<file path="src/rtl/scan_scheduler.sv">
// scan_scheduler: walks one laser scan beam by beam, filters invalid ranges and
// hands each valid beam to the bresenham ray tracer, one at a time.
//
// Ports:
//   clock, reset          system clock, synchronous active-high reset
//   scan_start, abort     scan control (scan_start only honoured when idle)
//   num_beams             beam count, latched on accept
//   sensor_x, sensor_y    scan pose, latched on accept
//   beam_addr             scan buffer read address
//   beam_magnitude/angle  scan buffer read data, one cycle after beam_addr
//   bres_start            one-cycle launch pulse to bresenham
//   bres_magnitude/angle  beam under trace, stable from launch to beam end
//   bres_sensor_x/y       latched scan pose
//   bres_busy             bresenham busy
//   busy, done            scan in progress / one-cycle scan-end pulse
//   beams_traced/skipped  per-scan counters
//   timeout_err           sticky: bresenham missed a start acknowledge
module scan_scheduler #(
  parameter int unsigned BEAM_AW        = 9,
  parameter logic [31:0] MAX_RANGE_BITS = 32'h41000000,
  parameter int unsigned ACK_TIMEOUT    = 4
) (
  input  logic               clock,
  input  logic               reset,
  input  logic               scan_start,
  input  logic               abort,
  input  logic [BEAM_AW:0]   num_beams,
  input  logic [31:0]        sensor_x,
  input  logic [31:0]        sensor_y,
  output logic [BEAM_AW-1:0] beam_addr,
  input  logic [31:0]        beam_magnitude,
  input  logic [31:0]        beam_angle,
  output logic               bres_start,
  output logic [31:0]        bres_magnitude,
  output logic [31:0]        bres_angle,
  output logic [31:0]        bres_sensor_x,
  output logic [31:0]        bres_sensor_y,
  input  logic               bres_busy,
  output logic               busy,
  output logic               done,
  output logic [BEAM_AW:0]   beams_traced,
  output logic [BEAM_AW:0]   beams_skipped,
  output logic               timeout_err
);

  localparam int unsigned CNT_W = BEAM_AW + 1;
  localparam int unsigned ACK_W = $clog2(ACK_TIMEOUT + 1);

  typedef enum logic [2:0] {
    IDLE, FETCH, CHECK, LAUNCH, WAIT_ACK, WAIT_DONE, NEXT, DONE
  } state_t;

  state_t            state_q, state_d;
  logic [CNT_W-1:0]  idx_q, idx_d;
  logic [CNT_W-1:0]  num_q, num_d;
  logic [CNT_W-1:0]  traced_q, traced_d;
  logic [CNT_W-1:0]  skipped_q, skipped_d;
  logic [ACK_W-1:0]  ack_q, ack_d;
  logic              abort_q, abort_d;
  logic              terr_q, terr_d;
  logic              start_q, start_d;
  logic              busy_q, busy_d;
  logic              done_q, done_d;
  logic [31:0]       mag_q, mag_d, ang_q, ang_d, sx_q, sx_d, sy_q, sy_d;
  logic              mag_invalid;

  // Negative, inf/NaN, zero, or beyond the range limit (positive floats order as unsigned ints)
  assign mag_invalid = beam_magnitude[31]
                     | (beam_magnitude[30:23] == 8'hFF)
                     | (beam_magnitude[30:0] == 31'd0)
                     | (beam_magnitude[30:0] > MAX_RANGE_BITS[30:0]);

  // Next-state and next-output logic
  always_comb begin
    state_d   = state_q;
    idx_d     = idx_q;
    num_d     = num_q;
    traced_d  = traced_q;
    skipped_d = skipped_q;
    ack_d     = ack_q;
    terr_d    = terr_q;
    mag_d     = mag_q;
    ang_d     = ang_q;
    sx_d      = sx_q;
    sy_d      = sy_q;
    abort_d   = (state_q == IDLE) ? 1'b0 : (abort_q | abort);

    case (state_q)
      IDLE: begin
        if (scan_start) begin
          num_d     = num_beams;
          sx_d      = sensor_x;
          sy_d      = sensor_y;
          idx_d     = '0;
          traced_d  = '0;
          skipped_d = '0;
          terr_d    = 1'b0;
          state_d   = (num_beams == '0) ? DONE : FETCH;
        end
      end
      FETCH: state_d = CHECK;
      CHECK: begin
        if (mag_invalid) begin
          skipped_d = skipped_q + CNT_W'(1);
          state_d   = NEXT;
        end else begin
          mag_d   = beam_magnitude;
          ang_d   = beam_angle;
          state_d = LAUNCH;
        end
      end
      LAUNCH: begin
        ack_d   = '0;
        state_d = WAIT_ACK;
      end
      WAIT_ACK: begin
        if (bres_busy) begin
          state_d = WAIT_DONE;
        end else if (ack_q == ACK_W'(ACK_TIMEOUT - 1)) begin
          terr_d    = 1'b1;
          skipped_d = skipped_q + CNT_W'(1);
          state_d   = NEXT;
        end else begin
          ack_d = ack_q + ACK_W'(1);
        end
      end
      WAIT_DONE: begin
        if (!bres_busy) begin
          traced_d = traced_q + CNT_W'(1);
          state_d  = NEXT;
        end
      end
      NEXT: begin
        idx_d   = idx_q + CNT_W'(1);
        // An abort arriving on this very cycle still stops the scan here
        state_d = (abort_q || abort || (idx_d == num_q)) ? DONE : FETCH;
      end
      DONE:    state_d = IDLE;
      default: state_d = IDLE;
    endcase

    start_d = (state_d == LAUNCH);
    done_d  = (state_d == DONE);
    busy_d  = (state_d != IDLE);
  end

  // State and output registers
  always_ff @(posedge clock) begin
    if (reset) begin
      state_q   <= IDLE;
      idx_q     <= '0;
      num_q     <= '0;
      traced_q  <= '0;
      skipped_q <= '0;
      ack_q     <= '0;
      abort_q   <= 1'b0;
      terr_q    <= 1'b0;
      start_q   <= 1'b0;
      busy_q    <= 1'b0;
      done_q    <= 1'b0;
      mag_q     <= '0;
      ang_q     <= '0;
      sx_q      <= '0;
      sy_q      <= '0;
    end else begin
      state_q   <= state_d;
      idx_q     <= idx_d;
      num_q     <= num_d;
      traced_q  <= traced_d;
      skipped_q <= skipped_d;
      ack_q     <= ack_d;
      abort_q   <= abort_d;
      terr_q    <= terr_d;
      start_q   <= start_d;
      busy_q    <= busy_d;
      done_q    <= done_d;
      mag_q     <= mag_d;
      ang_q     <= ang_d;
      sx_q      <= sx_d;
      sy_q      <= sy_d;
    end
  end

  // The index register drives the RAM address directly; num_beams = 2^BEAM_AW never wraps it
  assign beam_addr      = idx_q[BEAM_AW-1:0];
  assign bres_start     = start_q;
  assign bres_magnitude = mag_q;
  assign bres_angle     = ang_q;
  assign bres_sensor_x  = sx_q;
  assign bres_sensor_y  = sy_q;
  assign busy           = busy_q;
  assign done           = done_q;
  assign beams_traced   = traced_q;
  assign beams_skipped  = skipped_q;
  assign timeout_err    = terr_q;

endmodule

</file>
<file path="config.mk">
export PLATFORM = sky130hd
export DESIGN_NAME = scan_scheduler
export DESIGN_NICKNAME = d
export VERILOG_FILES = /design/src/rtl/scan_scheduler.sv
export SDC_FILE = /design/constraint.sdc
export NUM_CORES = 1
export LEC_CHECK = 0
export ABC_CLOCK_PERIOD_IN_PS = 7000
export BUFFER_PORTS_ARGS = -buffer_cell sky130_fd_sc_hd__buf_2
export CAP_MARGIN = 20
export CORE_UTILIZATION = 30
export DETAILED_ROUTE_END_ITERATION = 16
export GPL_ROUTABILITY_DRIVEN = 0
export SLEW_MARGIN = 25
export SYNTH_ARGS = -nofsm -noshare
export SYNTH_HDL_FRONTEND = slang
export SYNTH_SLANG_ARGS = --single-unit
</file>
<file path="constraint.sdc">
create_clock -name clock -period 7 [get_ports clock]
set_clock_uncertainty 0.15 [all_clocks]
set_input_delay 0.35 -clock clock [delete_from_list [all_inputs] [get_ports clock]]
set_output_delay 0.35 -clock clock [all_outputs]
set_load 0.01 [all_outputs]
</file>
# ---- Yosys cells after proc, flatten, opt, wreduce, memory -nomap -nowiden
# Index checks and enable logic that the tools add are counted.
dict set report word_totals {
  ff_bits 179
  input_bits 143
  output_inout_bits 161
  wordCells 85
}
dict set report op_classes {
  addsub 4
  order_cmp 1
  eq_ne 18
  muxes 23
  n_bitwise 5
  n_reduce_logical 19
}
# op n
set op_table {}
lappend op_table {{10-bit 2-to-1 mux} 5}
lappend op_table {{10-bit case mux with 2 select lines} 2}
lappend op_table {{31-bit > comparator (second input constant)} 1}
lappend op_table {{31-bit logical NOT} 1}
lappend op_table {{10-bit by 1-bit adder with 10-bit output (second input constant)} 3}
lappend op_table {{10-bit case mux with 3 select lines} 1}
lappend op_table {{3-bit 2-to-1 mux} 9}
lappend op_table {{3-bit case mux with 8 select lines} 1}
lappend op_table {{3-bit equality test (second input constant)} 5}
lappend op_table {{3-bit by 2-bit equality test with 1-bit output (second input constant)} 4}
lappend op_table {{2-bit != test (second input constant)} 6}
lappend op_table {{10-bit equality test} 1}
lappend op_table {{10-bit logical NOT} 1}
lappend op_table {{8-bit equality test (second input constant)} 1}
lappend op_table {{2-bit nonzero test} 4}
lappend op_table {{3-bit case mux with 2 select lines} 1}
lappend op_table {{2-bit AND reduction} 3}
lappend op_table {{3-bit AND reduction} 2}
lappend op_table {{3-bit nonzero test} 2}
lappend op_table {{5-bit AND reduction} 1}
lappend op_table {{1-bit bitwise OR} 4}
lappend op_table {{4-bit AND reduction} 1}
lappend op_table {{3-bit by 1-bit adder with 3-bit output (second input constant)} 1}
lappend op_table {{3-bit by 1-bit equality test with 1-bit output (second input constant)} 1}
lappend op_table {{6 further kinds} 9}

# ---- Logic depth before layout (Yosys ltp)
# Gate-level depths: netlist of the first run.
dict set report logic_depth {
  ltp_word 7
  ltp_mapped 9
  mapped_depth_nobuf 8
}

# ---- Least setup slack after synthesis of the first run
# OpenSTA, ideal clock, no wires.
dict set report synth_timing {
  path_kind {register -> register}
  from {register idx_q[0]}
  to {register start_q (netlist: bres_start)}
  setup_time_ns 0.103
  arrival_ns 2.038
  required_time_ns 6.747
  setup_slack_ns 4.709
  path_stages_with_launch 9
  period_less_slack_ns 2.291
  path_cell_list {dfxtp_1 -> ha_1 -> and3_1 -> buf_2 -> and3_1 -> o2111ai_1 -> a211oi_1 -> a31oi_2 -> a2111oi_2}
}
dict set report synth_via {
  elab_chain_cells 6
}
# element line_no
set synth_rtl {}
lappend synth_rtl {{start, declared} 54} ;# logic [CNT_W-1:0] idx_q, idx_d;
lappend synth_rtl {{start signal, assigned} 167} ;# idx_q <= idx_d;
lappend synth_rtl {{10-bit by 1-bit adder with 10-bit output} 134} ;# idx_d = idx_q + CNT_W'(1);
lappend synth_rtl {{10-bit equality test} 136} ;# state_d = (abort_q || abort || (idx_d == num_q)) ? DONE : FETCH;
lappend synth_rtl {{1-bit logical OR} 136}
lappend synth_rtl {{3-bit 2-to-1 mux} 136}
lappend synth_rtl {{3-bit case mux with 8 select lines} 88} ;# case (state_q)
lappend synth_rtl {{3-bit by 2-bit equality test with 1-bit output} 142} ;# start_d = (state_d == LAUNCH);
lappend synth_rtl {{end signal, assigned} 174} ;# start_q <= start_d;
lappend synth_rtl {{end, declared} 61} ;# logic start_q, start_d;
# Every way passes these cells.
# A chain may end at the register's enable or synchronous reset.

# ---- Worst setup path in the final report of the first run
dict set report layout_timing {
  from {register state_q[0]}
  to {register done_q (netlist: done)}
}
dict set report layout_via {
  elab_chain_cells 4
}
# element line_no
set layout_rtl {}
lappend layout_rtl {{start, declared} 53} ;# state_t state_q, state_d;
lappend layout_rtl {{start signal, assigned} 166} ;# state_q <= state_d;
lappend layout_rtl {{3-bit 2-to-1 mux} 119} ;# end else if (ack_q == ACK_W'(ACK_TIMEOUT - 1)) begin
lappend layout_rtl {{3-bit 2-to-1 mux} 117} ;# if (bres_busy) begin
lappend layout_rtl {{3-bit case mux with 8 select lines (*)} 88}
lappend layout_rtl {{3-bit equality test (*)} 143} ;# done_d = (state_d == DONE);
lappend layout_rtl {{end signal, assigned} 176} ;# done_q <= done_d;
lappend layout_rtl {{end, declared} 63} ;# logic done_q, done_d;
# Mark *: on every way between the ends. The rest lies on a longest branch, timed or not.

==> results.md, run 1 <==
* Status: complete, no violations
* Hold path cells at 3
* Count of input and output buffers at 303
* Row count at 57
* Setup Fix Bufs, Post-CTS at 0
* Antenna diode count at 0
* Die ar. at 25700 um^2
* Critical path startpoint: state_q[0]
* # nets final at 1339
* Hold_sp: beam_angle[15]
* Delay-heaviest family, CP: simple AND/OR/NAND/NOR gates
* Die height at 160 um
* Final period util at 46.8%
* Worst-path clk slew at 0.07 ns
* Final Hold Viols at 0
* Ports at 304
* Post-route cell area at 10400 um^2
* WP depth at 7
* Total vias in the final route at 7049
* Drc violations at 0
* Worst Path Required at 7.16 ns
* Root buffer cell: clkbuf_16
* Hold Crit Class: primary input to flop
* CP max-delay cell: and2_2
* EDFF count, synth at 0
* Max_slew headroom at 32.6%
* CTS tree: built
* Syn_nets at 1003
* Sequential share of the synthesized area at 47.6%
* CTS buffer count at 17
* Peak supply drop at 0.132 mV
* GRT met1 Usage at 20.3%
* Main flop type after synthesis: dfxtp_1
* Min Tclk post-route at 3.28 ns
* Hold_ws at 0.0206 ns
* Crit-path max cell delay at 0.62 ns
* Kind of critical path: flop to flop
* Post-CTS Resized at 0
* Vias per inst at 4.61
* Most Used Layer, Global Route: met2
* YS warnings at 0
* Longest Clk Path Bufs at 2
* Initial antenna violation count at 0
* Final wirelength at 21300 um
* GR Overflow Total at 0
* CP max FO at 49
* Power Density at 272 nW/um^2
* Clk Latency, worst-skew pair at 0.42 ns
* FMAX at 305 MHz
* Post-Place Cell Area at 9070 um^2
* Netlist Area Pre-Place at 7530 um^2
* Crit path buffers/inverters at 1
* Global-route wire length before repair at 33900 um
* Setup crit end kind: flop
* GRT Total Usage at 16.3%
* Layout cell share with drive strength beyond 1 at 30.8%
* Core area at 24500 um^2
* Detailed-router iteration count before antenna repair at 4
* Setup TNS at 0 ns
* Routing usage on met3 at 4.03%
* Die width at 160 um
* DRT iter0 DRCs at 404
* Fin. max-slew vios at 0
* Synth Instances at 855
* Number of instances in the placed design at 1421
* Routed len/inst at 13.9 um
* Post-synthesis register bit count at 179
* Hpwl dp at 14500 um
* Initial Utilization at 30.8%
* CP arrival at 3.44 ns
* Worst R2R Start: state_q[0]
* Finished Layout Cells at 1528
* Post-synth ARST share at 0%
* Vias in the first global route at 6697
* H-tree levels at 4
* LEAKAGE at 0.00449 uW
* Max cap viols at 0
* Clock sink count at 179
* Final setup violation count at 0
* Startpoint class of the critical path: flop
* DRT antenna net count at 0
* Grt met2 use at 27.5%
* Worst r2r path cells at 7
* Largest net degree at the start of global routing at 93
* Mean Syn Cell Area at 8.80 um^2
* Critical-path cell list: nor3_1 > and2_2 > buf_4 > nand4_1 > nand3_1 > a211oi_1 > a2111oi_2
* Unrepaired setup endpoints after global routing: no
* CTS Hold Bufs at 74
* Least-Margin Pin Slew at 1.01 ns
* P&R area growth vs syn at 38.4%
* Distinct cell type count after synthesis at 67
## sequential cells by signal, indices dropped and copies added, names as in the netlist
signal / cells
ack_q: 3
bres_start: 1
beams_traced: 10
beams_skipped: 10
idx_q: 10
num_q: 10
abort_q: 1
bres_angle: 32
bres_magnitude: 32
timeout_err: 1
state_q: 3
bres_sensor_y: 32
done: 1
busy: 1
bres_sensor_x: 32
## where the power goes
part           total, uW  internal (uW)  switching (uW)
logic                683            264             418
clock network        957            508             449
registers           1190           1120            66.5
## tightest hold or removal path, stage by stage
cell,delay (ns)
buf_2,0.08
mux2i_1,0.06
nor2_1,0.07
## synthesized netlist by cell type (3+ instances only)
| cell | number | share of area [%] |
|---|---|---|
| nand2_1 | 176 | 8.8 |
| and2_1 | 5 | 0.42 |
| a211o_1 | 3 | 0.35 |
| a21o_1 | 3 | 0.30 |
| xor2_1 | 7 | 0.81 |
| nor4_1 | 6 | 0.50 |
| clkbuf_1 | 29 | 1.4 |
| o21ai_0 | 14 | 0.93 |
| buf_1 | 7 | 0.35 |
| nand3_1 | 15 | 1.0 |
| buf_2 | 7 | 0.47 |
| or3_1 | 7 | 0.58 |
| a211oi_1 | 3 | 0.30 |
| nor2b_1 | 4 | 0.33 |
| dfxtp_1 | 179 | 48 |
| nand4_1 | 9 | 0.75 |
| nor2_1 | 98 | 4.9 |
| xnor2_1 | 8 | 0.93 |
| buf_4 | 11 | 1.1 |
| and3_1 | 7 | 0.58 |
| or2_2 | 7 | 0.58 |
| a21oi_1 | 103 | 6.8 |
| buf_12 | 6 | 1.6 |
| nand2b_1 | 5 | 0.42 |
| nor3_1 | 6 | 0.40 |
| ha_1 | 5 | 0.83 |
| mux2i_1 | 71 | 9.4 |
| a2111oi_2 | 3 | 0.60 |
## kinds of logic (layout without fill, tap and decap cells)
family / after synthesis / in the layout / share of synthesized area [%]
mux: 72 / 72 / 9.59
compound gates: 150 / 150 / 12.3
fa+ha+maj: 5 / 5 / 0.831
flops: 179 / 179 / 47.6
buf+inv: 67 / 416 / 5.70
simple gates: 367 / 367 / 22.2
xor+xnor: 15 / 15 / 1.75
## layout by cell type, fill, tap and decap left out, types with 5 or more instances in the layout
cell type	count
buf_2	302
nor3_1	6
and3_1	7
dfxtp_1	179
nor4_1	6
nor2_1	98
dlygate4sd3_1	75
mux2i_1	71
nand4_1	9
ha_1	5
a21oi_1	103
o21ai_0	14
nand2b_1	5
xnor2_1	8
xor2_1	7
or2_2	7
nand2_1	175
or3_1	7
clkbuf_16	17
nand3_1	15
## metal layers
layer | vias to the layer above | wire length, um
met2 | 205 | 10000
met3 | 19 | 1100
met1 | 3239 | 9770
li1 | 3586 | -
met4 | 0 | 372
met5 | - | 0
## worst paths after layout
path,end,slack (ns)
hold reg to reg,bres_sensor_y[28],0.30
setup / recovery,done,3.72
setup reg to reg,done,3.72
hold / removal,bres_angle[15],0.02
## metrics by stage
| stage | worst slack, ns | util (%) | power (uW) |
|---|---|---|---|
| 3_3_place_gp | 3.78 | 37.1 | 1860 |
| 2_1_floorplan | 4.71 | - | 1650 |
| 5_1_grt | 3.35 | 42.6 | 3010 |
| 4_1_cts | 3.66 | 42.5 | 2880 |
| 6_report | 3.72 | 42.6 | 2830 |
| 3_5_place_dp | 3.68 | 37.1 | 1870 |
## final cells by class
| cell class | instances | area [um^2] |
|---|---|---|
| sequential | 179 | 3580 |
| fill | 2468 | 14000 |
| timing repair buffer | 382 | 2300 |
| multi-input combinational | 609 | 3520 |
| tap | 324 | 405 |
| inverter | 2 | 7.51 |
| clock inverter | 15 | 164 |
| clock buffer | 17 | 425 |
No activity file was read; power rests on OpenSTA's default activity.
==> inputs of run 2 (changes only) <==
ABC_CLOCK_PERIOD_IN_PS = 3200   (was 7000)
clock period = 3.2 ns   (was 7 ns; I/O delays follow)
==> results.md, run 2 (synthesis results as in run 1) <==
* Status: complete, no violations (unchanged)
* Total vias in the final route at 7384 (was 7049)
* Antenna diode count at 0 (unchanged)
* Initial antenna violation count at 0 (unchanged)
* LEAKAGE at 0.00485 uW (was 0.00449 uW)
* Hold Crit Class: primary input to flop (unchanged)
* Ports at 304 (unchanged)
* Initial Utilization at 30.8% (unchanged)
* CTS tree: built (unchanged)
* Detailed-router iteration count before antenna repair at 5 (was 4)
* GRT Total Usage at 17.1% (was 16.3%)
* Hold_ws at 0.0864 ns (was 0.0206 ns)
* Most common cell after layout, fill and taps aside: buf_2 (unchanged)
* Worst Path Required at 3.33 ns (was 7.16 ns)
* Min Tclk post-route at 2.84 ns
* Row count at 57 (unchanged)
* Count of input and output buffers at 303 (unchanged)
* Final setup violation count at 0 (unchanged)
* Largest net degree at the start of global routing at 112 (was 93)
* Die height at 160 um (unchanged)
* CP max FO at 21 (was 49)
* Layout cell share with drive strength beyond 1 at 29.8% (was 30.8%)
* Setup crit end kind: flop (unchanged)
* Peak supply drop at 0.285 mV (was 0.132 mV)
* DRT iter0 DRCs at 328 (was 404)
* Fin. max-slew vios at 0 (unchanged)
* Final Hold Viols at 0 (unchanged)
* Least-Margin Pin Slew at 0.620 ns (was 1.01 ns)
* Power Density at 570 nW/um^2 (was 272 nW/um^2)
* FMAX at 352 MHz
* DRT antenna net count at 0 (unchanged)
* H-tree levels at 4 (unchanged)
* Setup TNS at 0 ns (unchanged)
* CP arrival at 2.98 ns (was 3.44 ns)
* Unrepaired setup endpoints after global routing: no (unchanged)
* Total power at 6400 uW (was 2830 uW)
* Max_slew headroom at 58.7% (was 32.6%)
* P&R area growth vs syn at 49.1% (was 38.4%)
* Worst-path clk slew at 0.07 ns (about the same)
* Fillers at 2383 (was 2468)
* GR Overflow Total at 0 (unchanged)
* Area of the multi-input gates at 3520 um^2 (unchanged)
* Max cap viols at 0 (unchanged)
* R2r setup slk at 0.53 ns (was 3.72 ns)
* Kind of critical path: primary input to flop (was flop to flop)
* Hpwl dp at 14600 um (was 14500 um)
* Clk Latency, worst-skew pair at 0.42 ns (about the same)
* Post-CTS Resized at 0 (unchanged)
* Clock sink count at 179 (unchanged)
* CTS buffer count at 17 (unchanged)
* Startpoint class of the critical path: primary input (was flop)
* Global-route wire length before repair at 36000 um (was 33900 um)
* Die ar. at 25700 um^2 (unchanged)
* Final wirelength at 22400 um (was 21300 um)
* FF+latch area at 3580 um^2 (unchanged)
* Vias in the first global route at 7291 (was 6697)
* Core area at 24500 um^2 (unchanged)
* Final period util at 88.9%
* Routed len/inst at 14.0 um (was 13.9 um)
* Longest Clk Path Bufs at 2 (unchanged)
* # nets final at 1415 (was 1339)
* Die width at 160 um (unchanged)
* Most frequent cells in the layout: 302 x buf_2, 179 x dfxtp_1, 175 x nand2_1 (unchanged)
* Drc violations at 0 (unchanged)
* Vias per inst at 4.60 (was 4.61)
* Root buffer cell: clkbuf_16 (unchanged)
## run 2: cell types whose count changed in the layout (fill, tap and decap cells not counted), sizes merged
cell / before / now
clkinvlp: 2 / 0
buf: 307 / 318
clkinv: 5 / 6
dlygate4sd3: 75 / 140
clkbuf: 17 / 18
## run 2: critical path: stages
cell	delay (ns)
dlygate4sd3_1	0.53
buf_2	0.13
nor4_1	0.51
and4_1	0.37
a31oi_2	0.18
nor3_4	0.51
buf_12	0.26
mux2i_1	0.24
nor2_1	0.06
## run 2: through the flow
stage / cells / area (um^2) / utilization, % / setup slack [ns]
6_report: 1604 / 11200 / 45.9 / 0.357
5_1_grt: 1604 / 11200 / 45.9 / 0.252
4_1_cts: 1604 / 11200 / 45.9 / 0.396
3_5_place_dp: 1432 / 9190 / 37.6 / 0.506
3_3_place_gp: 1432 / 9190 / 37.6 / 0.545
2_1_floorplan: 855 / 7530 / - / 0.909
## run 2: cell type report
| type | count | share of cell area, % |
|---|---|---|
| well taps | 324 | 3.61 |
| flip-flops and latches | 179 | 31.9 |
| inverters | 2 | 0.0669 |
| clock inverters | 14 | 1.68 |
| repair buffers | 458 | 27.4 |
| multi-input cells | 609 | 31.4 |
| clock buffers | 18 | 3.91 |
## run 2: final timing paths
path | start | endpoint | cells after the start
max | beam_magnitude[0] | bres_angle[17] | 9
min | reset | beams_traced[0] | 2
max reg2reg | idx_q[0] | bres_start | 7
min reg2reg | bres_sensor_y[24] | bres_sensor_y[24] | 2
## run 2: what timing repair did
action,4_1_cts,5_1_grt
endpoints found under the hold margin,140,0
hold buffers,140,0
setup buffers,0,0
## run 2: power breakdown
group          switching (uW)  internal (uW)  leakage, uW  total [uW]
Clock                    1020           1160     0.000307        2180
Sequential                150           2460      0.00145        2610
Combinational             945            659      0.00309        1600
## run 2: per-layer routing
metal  global-route usage, %  up-vias  routed length (um)
li1                        -     3717                   -
met1                    20.9     3397               10100
met2                    29.7      239               10700
met3                    3.56       31                1000
met4                    5.97        0                 550
met5                       0        -                   0
==> inputs of run 3 (changes only) <==
==> constraint.sdc (replaced) <==
create_clock -name clock -period 3.2 [get_ports clock]
set_clock_uncertainty 0.15 [all_clocks]
set_input_delay 0.8 -clock clock [delete_from_list [all_inputs] [get_ports clock]]
set_output_delay 0.8 -clock clock [all_outputs]
set_load 0.01 [all_outputs]
==> results.md, run 3 (synthesis results as in run 1) <==
* Most common cell after layout, fill and taps aside: buf_2 (unchanged)
* Delay-heaviest family, CP: compound AO/OA/AOI/OAI gates (was simple AND/OR/NAND/NOR gates)
* Max_slew headroom at 40.7% (was 58.7%)
* # nets final at 1274 (was 1415)
* Die height at 160 um (unchanged)
* Final Util at 39.9% (was 45.9%)
* Row count at 57 (unchanged)
* LEAKAGE at 0.00422 uW (was 0.00485 uW)
* Final period util at 87.3% (was 88.9%)
* Antenna diode count at 0 (unchanged)
* Most frequent cells in the layout: 302 x buf_2, 179 x dfxtp_1, 175 x nand2_1 (unchanged)
* DRT iter0 DRCs at 317 (was 328)
* Most frequent CP cell: and3_1
* CTS tree: built (unchanged)
* Peak supply drop at 0.269 mV (was 0.285 mV)
* Least-Margin Pin Slew at 0.890 ns (was 0.620 ns)
* Detailed-router iteration count before antenna repair at 4 (was 5)
* Largest net degree at the start of global routing at 164 (was 112)
* Initial antenna violation count at 0 (unchanged)
* Clock sink count at 179 (unchanged)
* Root buffer cell: clkbuf_16 (unchanged)
* Worst Path Required at 3.35 ns (was 3.33 ns)
* Area of the multi-input gates at 3520 um^2 (unchanged)
* Fin. max-slew vios at 0 (unchanged)
* GRT Total Usage at 15.8% (was 17.1%)
* Longest Clk Path Bufs at 2 (unchanged)
* Total power at 6080 uW (was 6400 uW)
* Unrepaired setup endpoints after global routing: no (unchanged)
* Min setup slack post-route at 0.406 ns (was 0.357 ns)
* Critical-path cell list: ha_1 > and3_1 > and3_1 > o2111ai_1 > a211oi_1 > a31oi_2 > a2111oi_2 (was dlygate4sd3_1 > buf_2 > nor4_1 > and4_1 > a31oi_2 > nor3_4 > buf_12 > mux2i_1 > nor2_1)
* CTS Hold Bufs at 0 (was 140)
* Total vias in the final route at 6776 (was 7384)
* GR Overflow Total at 0 (unchanged)
* Hpwl dp at 14500 um (was 14600 um)
* Setup TNS at 0 ns (unchanged)
* Global-route wire length before repair at 33100 um (was 36000 um)
* Kind of critical path: flop to flop (was primary input to flop)
* Setup crit end kind: flop (unchanged)
* Hold Crit Class: flop to flop (was primary input to flop)
* Fillers at 2558 (was 2383)
* Power Density at 623 nW/um^2 (was 570 nW/um^2)
* H-tree levels at 4 (unchanged)
* FF+latch area at 3580 um^2 (unchanged)
* Post-CTS Resized at 0 (unchanged)
* Crit path buffers/inverters at 0 (was 3)
* P&R area growth vs syn at 29.8% (was 49.1%)
* Max cap viols at 0 (unchanged)
* CP max FO at 8 (was 21)
* Final setup violation count at 0 (unchanged)
* Startpoint class of the critical path: flop (was primary input)
* FMAX at 358 MHz (was 352 MHz)
* CP arrival at 2.95 ns (was 2.98 ns)
* Final wirelength at 20500 um (was 22400 um)
* Vias in the first global route at 6463 (was 7291)
* Count of input and output buffers at 303 (unchanged)
* Crit-path max cell delay at 0.49 ns (was 0.53 ns)
* Routed len/inst at 14.0 um (about the same)
* Place WS at 0.0879 ns (was 0.506 ns)
* Setup Fix Bufs, Post-CTS at 0 (unchanged)
* Initial Utilization at 30.8% (unchanged)
* Layout cell share with drive strength beyond 1 at 33.5% (was 29.8%)
* DRT antenna net count at 0 (unchanged)
* Drc violations at 0 (unchanged)
* Die ar. at 25700 um^2 (unchanged)
* Min Tclk post-route at 2.79 ns (was 2.84 ns)
* Clk Latency, worst-skew pair at 0.42 ns (about the same)
* Final Hold Viols at 0 (unchanged)
* CTS buffer count at 17 (unchanged)
* Die width at 160 um (unchanged)
* CP max-delay cell: dfxtp_1 (was dlygate4sd3_1)
* Ports at 304 (unchanged)
* Core area at 24500 um^2 (unchanged)
* Vias per inst at 4.63 (was 4.60)
* Hold_ws at 0.302 ns (was 0.0864 ns)
* Status: complete, no violations (unchanged)
* Worst-path clk slew at 0.07 ns (about the same)
* R2r setup slk at 0.41 ns (was 0.53 ns)
run 3: final timing paths:
kind,depth (start not counted),endpoint,startpoint
setup reg to reg,7,bres_start,idx_q[0]
setup / recovery,7,bres_start,idx_q[0]
hold / removal,2,bres_sensor_y[17],bres_sensor_y[17]
hold reg to reg,2,bres_sensor_y[17],bres_sensor_y[17]
run 3: power breakdown:
| group | switching [uW] | internal, uW |
|---|---|---|
| clock | 964 | 1060 |
| combinational | 902 | 544 |
| sequential | 150 | 2460 |
| total | 2020 | 4070 |
run 3: metrics by stage:
stage,cells,cell area (um^2)
6_report,1463,9770
5_1_grt,1463,9770
4_1_cts,1463,9770
3_5_place_dp,1431,9190
3_3_place_gp,1431,9190
2_1_floorplan,855,7530
run 3: layout make-up:
type	count	area share, %
multi-input combinational	609	36.1
clock inverter	13	1.22
clock buffer	19	4.64
timing repair buffer	317	17.1
inverter	2	0.0769
tap	324	4.15
sequential	179	36.7
run 3: layer usage:
layer  global-route usage [%]  part of all wire, %  vias up
met1                     20.8                   46     3126
met3                     3.69                  5.8       13
met5                        0                    0        -
met4                     3.68                 0.95        0
met2                     25.9                   47      194
li1                         -                    -     3443
run 3: tightest hold or removal path: stages, from the launching register on:
cell,delay [ns]
dfxtp_1,0.31
nand2_1,0.05
a21oi_1,0.05
